### src/rtl/seq_counter_n.sv
// rtl/seq_counter_n.sv - N-bit modulo up/down counter with step select, load, wrap/saturate and flags
module seq_counter_n #(
  parameter int WIDTH   = 4,
  parameter int MAX     = 9,
  parameter int RST_VAL = 0
) (
  input  logic             clk,
  input  logic             reset,
  input  logic             en,
  input  logic             load,
  input  logic [WIDTH-1:0] load_val,
  input  logic             dir,
  input  logic             x,
  input  logic             sat_mode,
  output logic [WIDTH-1:0] count,
  output logic             tc,
  output logic             wrap,
  output logic             ovf
);

  localparam logic [WIDTH-1:0] MAX_W = WIDTH'(MAX);
  localparam logic [WIDTH-1:0] RST_W = WIDTH'(RST_VAL);
  localparam logic [WIDTH:0]   MAX_E = {1'b0, MAX_W};
  // MAX+1 always fits in WIDTH+1 bits since MAX <= 2**WIDTH-1
  localparam logic [WIDTH:0]   MOD_E = MAX_E + (WIDTH+1)'(1);

  logic [WIDTH-1:0] count_q, count_d;
  logic             wrap_q, wrap_d;
  logic             ovf_q, ovf_d;

  logic [WIDTH:0] cnt_e;
  logic [WIDTH:0] step_e;
  logic [WIDTH:0] up_sum;
  logic [WIDTH:0] up_wrap;
  logic [WIDTH:0] dn_diff;
  logic [WIDTH:0] dn_wrap;
  logic [WIDTH:0] ld_e;

  always_comb begin
    cnt_e   = {1'b0, count_q};
    step_e  = x ? (WIDTH+1)'(2) : (WIDTH+1)'(1);
    ld_e    = {1'b0, load_val};
    up_sum  = cnt_e + step_e;
    up_wrap = up_sum - MOD_E;
    dn_diff = cnt_e - step_e;
    dn_wrap = cnt_e + MOD_E - step_e;
  end

  always_comb begin
    count_d = count_q;
    wrap_d  = 1'b0;
    ovf_d   = ovf_q;
    if (load) begin
      count_d = (ld_e > MAX_E) ? MAX_W : load_val;
      ovf_d   = 1'b0;
    end else if (en) begin
      if (!dir) begin
        if (up_sum <= MAX_E) begin
          count_d = up_sum[WIDTH-1:0];
        end else if (sat_mode) begin
          count_d = MAX_W;
          ovf_d   = 1'b1;
        end else begin
          count_d = up_wrap[WIDTH-1:0];
          wrap_d  = 1'b1;
          ovf_d   = 1'b1;
        end
      end else begin
        if (cnt_e >= step_e) begin
          count_d = dn_diff[WIDTH-1:0];
        end else if (sat_mode) begin
          count_d = '0;
          ovf_d   = 1'b1;
        end else begin
          count_d = dn_wrap[WIDTH-1:0];
          wrap_d  = 1'b1;
          ovf_d   = 1'b1;
        end
      end
    end
  end

  always_ff @(posedge clk or posedge reset) begin
    if (reset) begin
      count_q <= RST_W;
      wrap_q  <= 1'b0;
      ovf_q   <= 1'b0;
    end else begin
      count_q <= count_d;
      wrap_q  <= wrap_d;
      ovf_q   <= ovf_d;
    end
  end

  assign count = count_q;
  assign wrap  = wrap_q;
  assign ovf   = ovf_q;
  assign tc    = dir ? (count_q == '0) : (count_q == MAX_W);

endmodule

### config.mk
export PLATFORM = sky130hd
export DESIGN_NAME = seq_counter_n
export DESIGN_NICKNAME = d
export VERILOG_FILES = /design/src/rtl/seq_counter_n.sv
export SDC_FILE = /design/constraint.sdc
export NUM_CORES = 1
export LEC_CHECK = 0
export BUFFER_PORTS_ARGS = -buffer_cell sky130_fd_sc_hd__buf_2
export CORE_ASPECT_RATIO = 1.1
export CORE_MARGIN = 4
export CORE_UTILIZATION = 30
export DETAILED_ROUTE_END_ITERATION = 10
export GPL_ROUTABILITY_DRIVEN = 0
export PLACE_DENSITY = 0.6
export REMOVE_ABC_BUFFERS = 1
export SLEW_MARGIN = 20
export SYNTH_ARGS = -nofsm -noshare
export SYNTH_HDL_FRONTEND = slang
export SYNTH_SLANG_ARGS = --single-unit
### constraint.sdc
create_clock -name clk -period 2.3 [get_ports clk]
set_clock_uncertainty 0.05 [all_clocks]
set_input_delay 0.23 -clock clk [delete_from_list [all_inputs] [get_ports clk]]
set_output_delay 0.23 -clock clk [all_outputs]
set_load 0.05 [all_outputs]
==> results.cfg <==
[synth]
avgSynthCellArea_um2 = 8.65
synthesis.yosys.warnings = 0
synth_cells = 104
synth_common_cells = inv_1, ha_1, nand2_1, nor2_1, dfrtp_1
yosysSeqAreaShare_pct = 16.7
yosysMostFrequentCell = inv_1
synth_area_um2 = 900
synth_edf_count = 0
synth_top_cell_by_area = dfrtp_1
synth-async-reset-ratio_pct = 100
ys.flop_type = dfrtp_1
yosysTopAreaCellShare_pct = 16.7
synthDistinctLibCells = 45
synth-seq-cells = 6
synthTopCellsByArea = dfrtp_1, ha_1, fa_1

[cts]
cts_root_buffer = clkbuf_4
numCtsBuffers = 3
cts.sinks = 6
cts_max_path_buffers = 2
cts_tree = yes
clk_latency_ns = 0.27
ctsHtreeMaxLevel = 1
clkTransAtPathRegs_ns = 0.06

[timing]
drv_slew = 0
finalSetupViolCount = 0
max_freq_mhz = 439
rsz0062_at_grt = yes
relSlewSlack_pct = 69.3
fin_tns_setup_ns = 0
worst-slew-pin-transition_ns = 0.459
fin_crit_sh_pct = 99.1
period_needed_ns = 2.28
setup_slack_ns = 0.0201
hold_viol = 0

[pwr]
p_switching_uw = 529
p_leak_nw = 0.568
power_density_nw_per_um2 = 879
p_int_uw = 563
switching_share_pct = 48.4
power_frac_clock_pct = 10.4
seqPwrFrac_pct = 13.2
p_comb_share_pct = 76.4
peakVddDrop_mv = 0.479

[global_routing]
gr-usage-met3_pct = 3.54
busiest_layer = met2
grt_use_met2_pct = 23.9
overflow = 0
grt_usage_pct = 14.4
met1_usage_pct = 19.8
antenna_found_initial = 0
grt_pass1_vias = 875
grt_pass1_wl_um = 4310
grt_max_degree = 10

[die]
core-area_um2 = 2830
start_util_pct = 31.8
die-height_um = 65.4
std_cell_rows = 20
num_io_pins = 18
die_area_um2 = 3940
fp.dieW_um = 60.2

[route]
routed_wl_um = 2740
first_iter_violations = 38
num_vias = 929
firstDrtPassIters = 4
postRouteAntennaNets = 0
wl_per_cell_um = 16.0
via_per_inst = 5.43
drc = 0

[placement]
place_hpwl_um = 2050
place_ws_ns = -0.0422
dpl.cell_count = 164
numPortBuffers = 17

[cells_and_area]
nFillCells = 294
finalNonFillerCells = 171
antennaDiodeCount = 0
fin_nets = 165
area_delta_synth_final_pct = 38.0
drive_gt1_share_pct = 39.9
postLayoutCoreUtil_pct = 43.9

[worst_setup_path]
required_ns = 2.40
cp_max_fo = 5
endpoint_kind = flop
setup.worst_path.class = flop to flop
cp-start-kind = flop
worst_ep_arrival_time_ns = 2.38

[min_path]
min_path_type = input port to flop

[run]
cap_violations = 0

[outcome]
status = finished, final reports clean
## cell usage in the layout (no fill, tap or decap), types with 2 or more instances in the layout
| cell type | synthesis | routed |
|---|---|---|
| buf_2 | 0 | 17 |
| buf_4 | 0 | 17 |
| inv_1 | 14 | 13 |
| nand2_1 | 8 | 8 |
| nor2_1 | 8 | 8 |
| ha_1 | 11 | 8 |
| dfrtp_1 | 6 | 5 |
| nor2b_1 | 3 | 3 |
| and2_1 | 3 | 3 |
| clkbuf_4 | 0 | 3 |
| nand3_1 | 2 | 2 |
| o21ai_1 | 1 | 2 |
| o2111ai_1 | 2 | 2 |
| o21ai_0 | 3 | 2 |
| o31ai_1 | 2 | 2 |
| o211ai_1 | 2 | 2 |
| xnor2_1 | 2 | 2 |
| fa_2 | 0 | 2 |
| ha_4 | 0 | 2 |
## metrics by stage
stage	area [um2]	total power, mW	hold WS [ns]
final	1240	1.09	0.202
after global routing	1240	1.19	0.219
after CTS	1140	0.989	0.201
after detailed placement	1110	0.871	0.126
after global placement	1110	0.861	0.118
after floorplan	877	0.636	-0.0290
## sequential cells by signal (all words and copies together), names as in the netlist
signal / cells
ovf: 1
count: 4
wrap: 1
## metal layers
layer	up-vias	routed length, um
li1	440	-
met1	458	1170
met2	31	1370
met3	0	202
met4	0	0
met5	-	0
## cell families (layout without fill, tap and decap cells)
logic type,after synthesis,count (layout),share of synthesized area [%]
buffers and inverters,18,52,8.34
xor gates and xnor gates,4,4,4.73
AOI/OAI and AO/OA,28,28,27.0
muxes,1,1,1.11
DFF,6,6,16.7
and+or+nand+nor,33,33,20.2
adders and majority gates,14,14,22.0
## worst paths after layout
kind	from	to	slack, ns	cells past startpoint
min in group asynchronous	reset	wrap	0.38	3
hold / removal	load_val[0]	count[0]	0.20	3
setup reg to reg	count[0]	count[1]	0.02	8
setup / recovery	count[0]	count[1]	0.02	8
hold reg to reg	ovf	ovf	0.47	2
max in group asynchronous	reset	count[0]	1.58	3
## power groups by stage
stage	combinational (mW)	clock, mW	sequential, mW
2_1_floorplan	0.400	0	0.236
3_3_place_gp	0.719	0	0.142
3_5_place_dp	0.729	0	0.143
4_1_cts	0.738	0.111	0.141
5_1_grt	0.920	0.119	0.146
6_report	0.834	0.114	0.144
## worst max-delay path, cell delays in order (launching register included)
cell	delay [ns]
dfrtp_2	0.44
ha_4	0.18
fa_2	0.39
xnor2_2	0.16
buf_4	0.14
ha_4	0.17
a211oi_4	0.33
nor3_2	0.06
a211o_1	0.25
## what timing repair did
item / CTS / global route
hold buffers: 1 / 0
endpoints found under the hold margin: 6 / 0
pin swaps: 1 / 8
buffers inserted: 0 / 3
gates resized for setup: 2 / 15
endpoints found under the setup margin: 2 / 6
## layout make-up
cell class	instances	area [um2]	area share, %
inverter	14	52.6	4.23
clock buffer	3	22.5	1.81
sequential	6	151	12.2
tap	33	41.3	3.33
multi-input combinational	80	751	60.5
timing repair buffer	35	223	17.9
(Power assumes the default switching activity.)
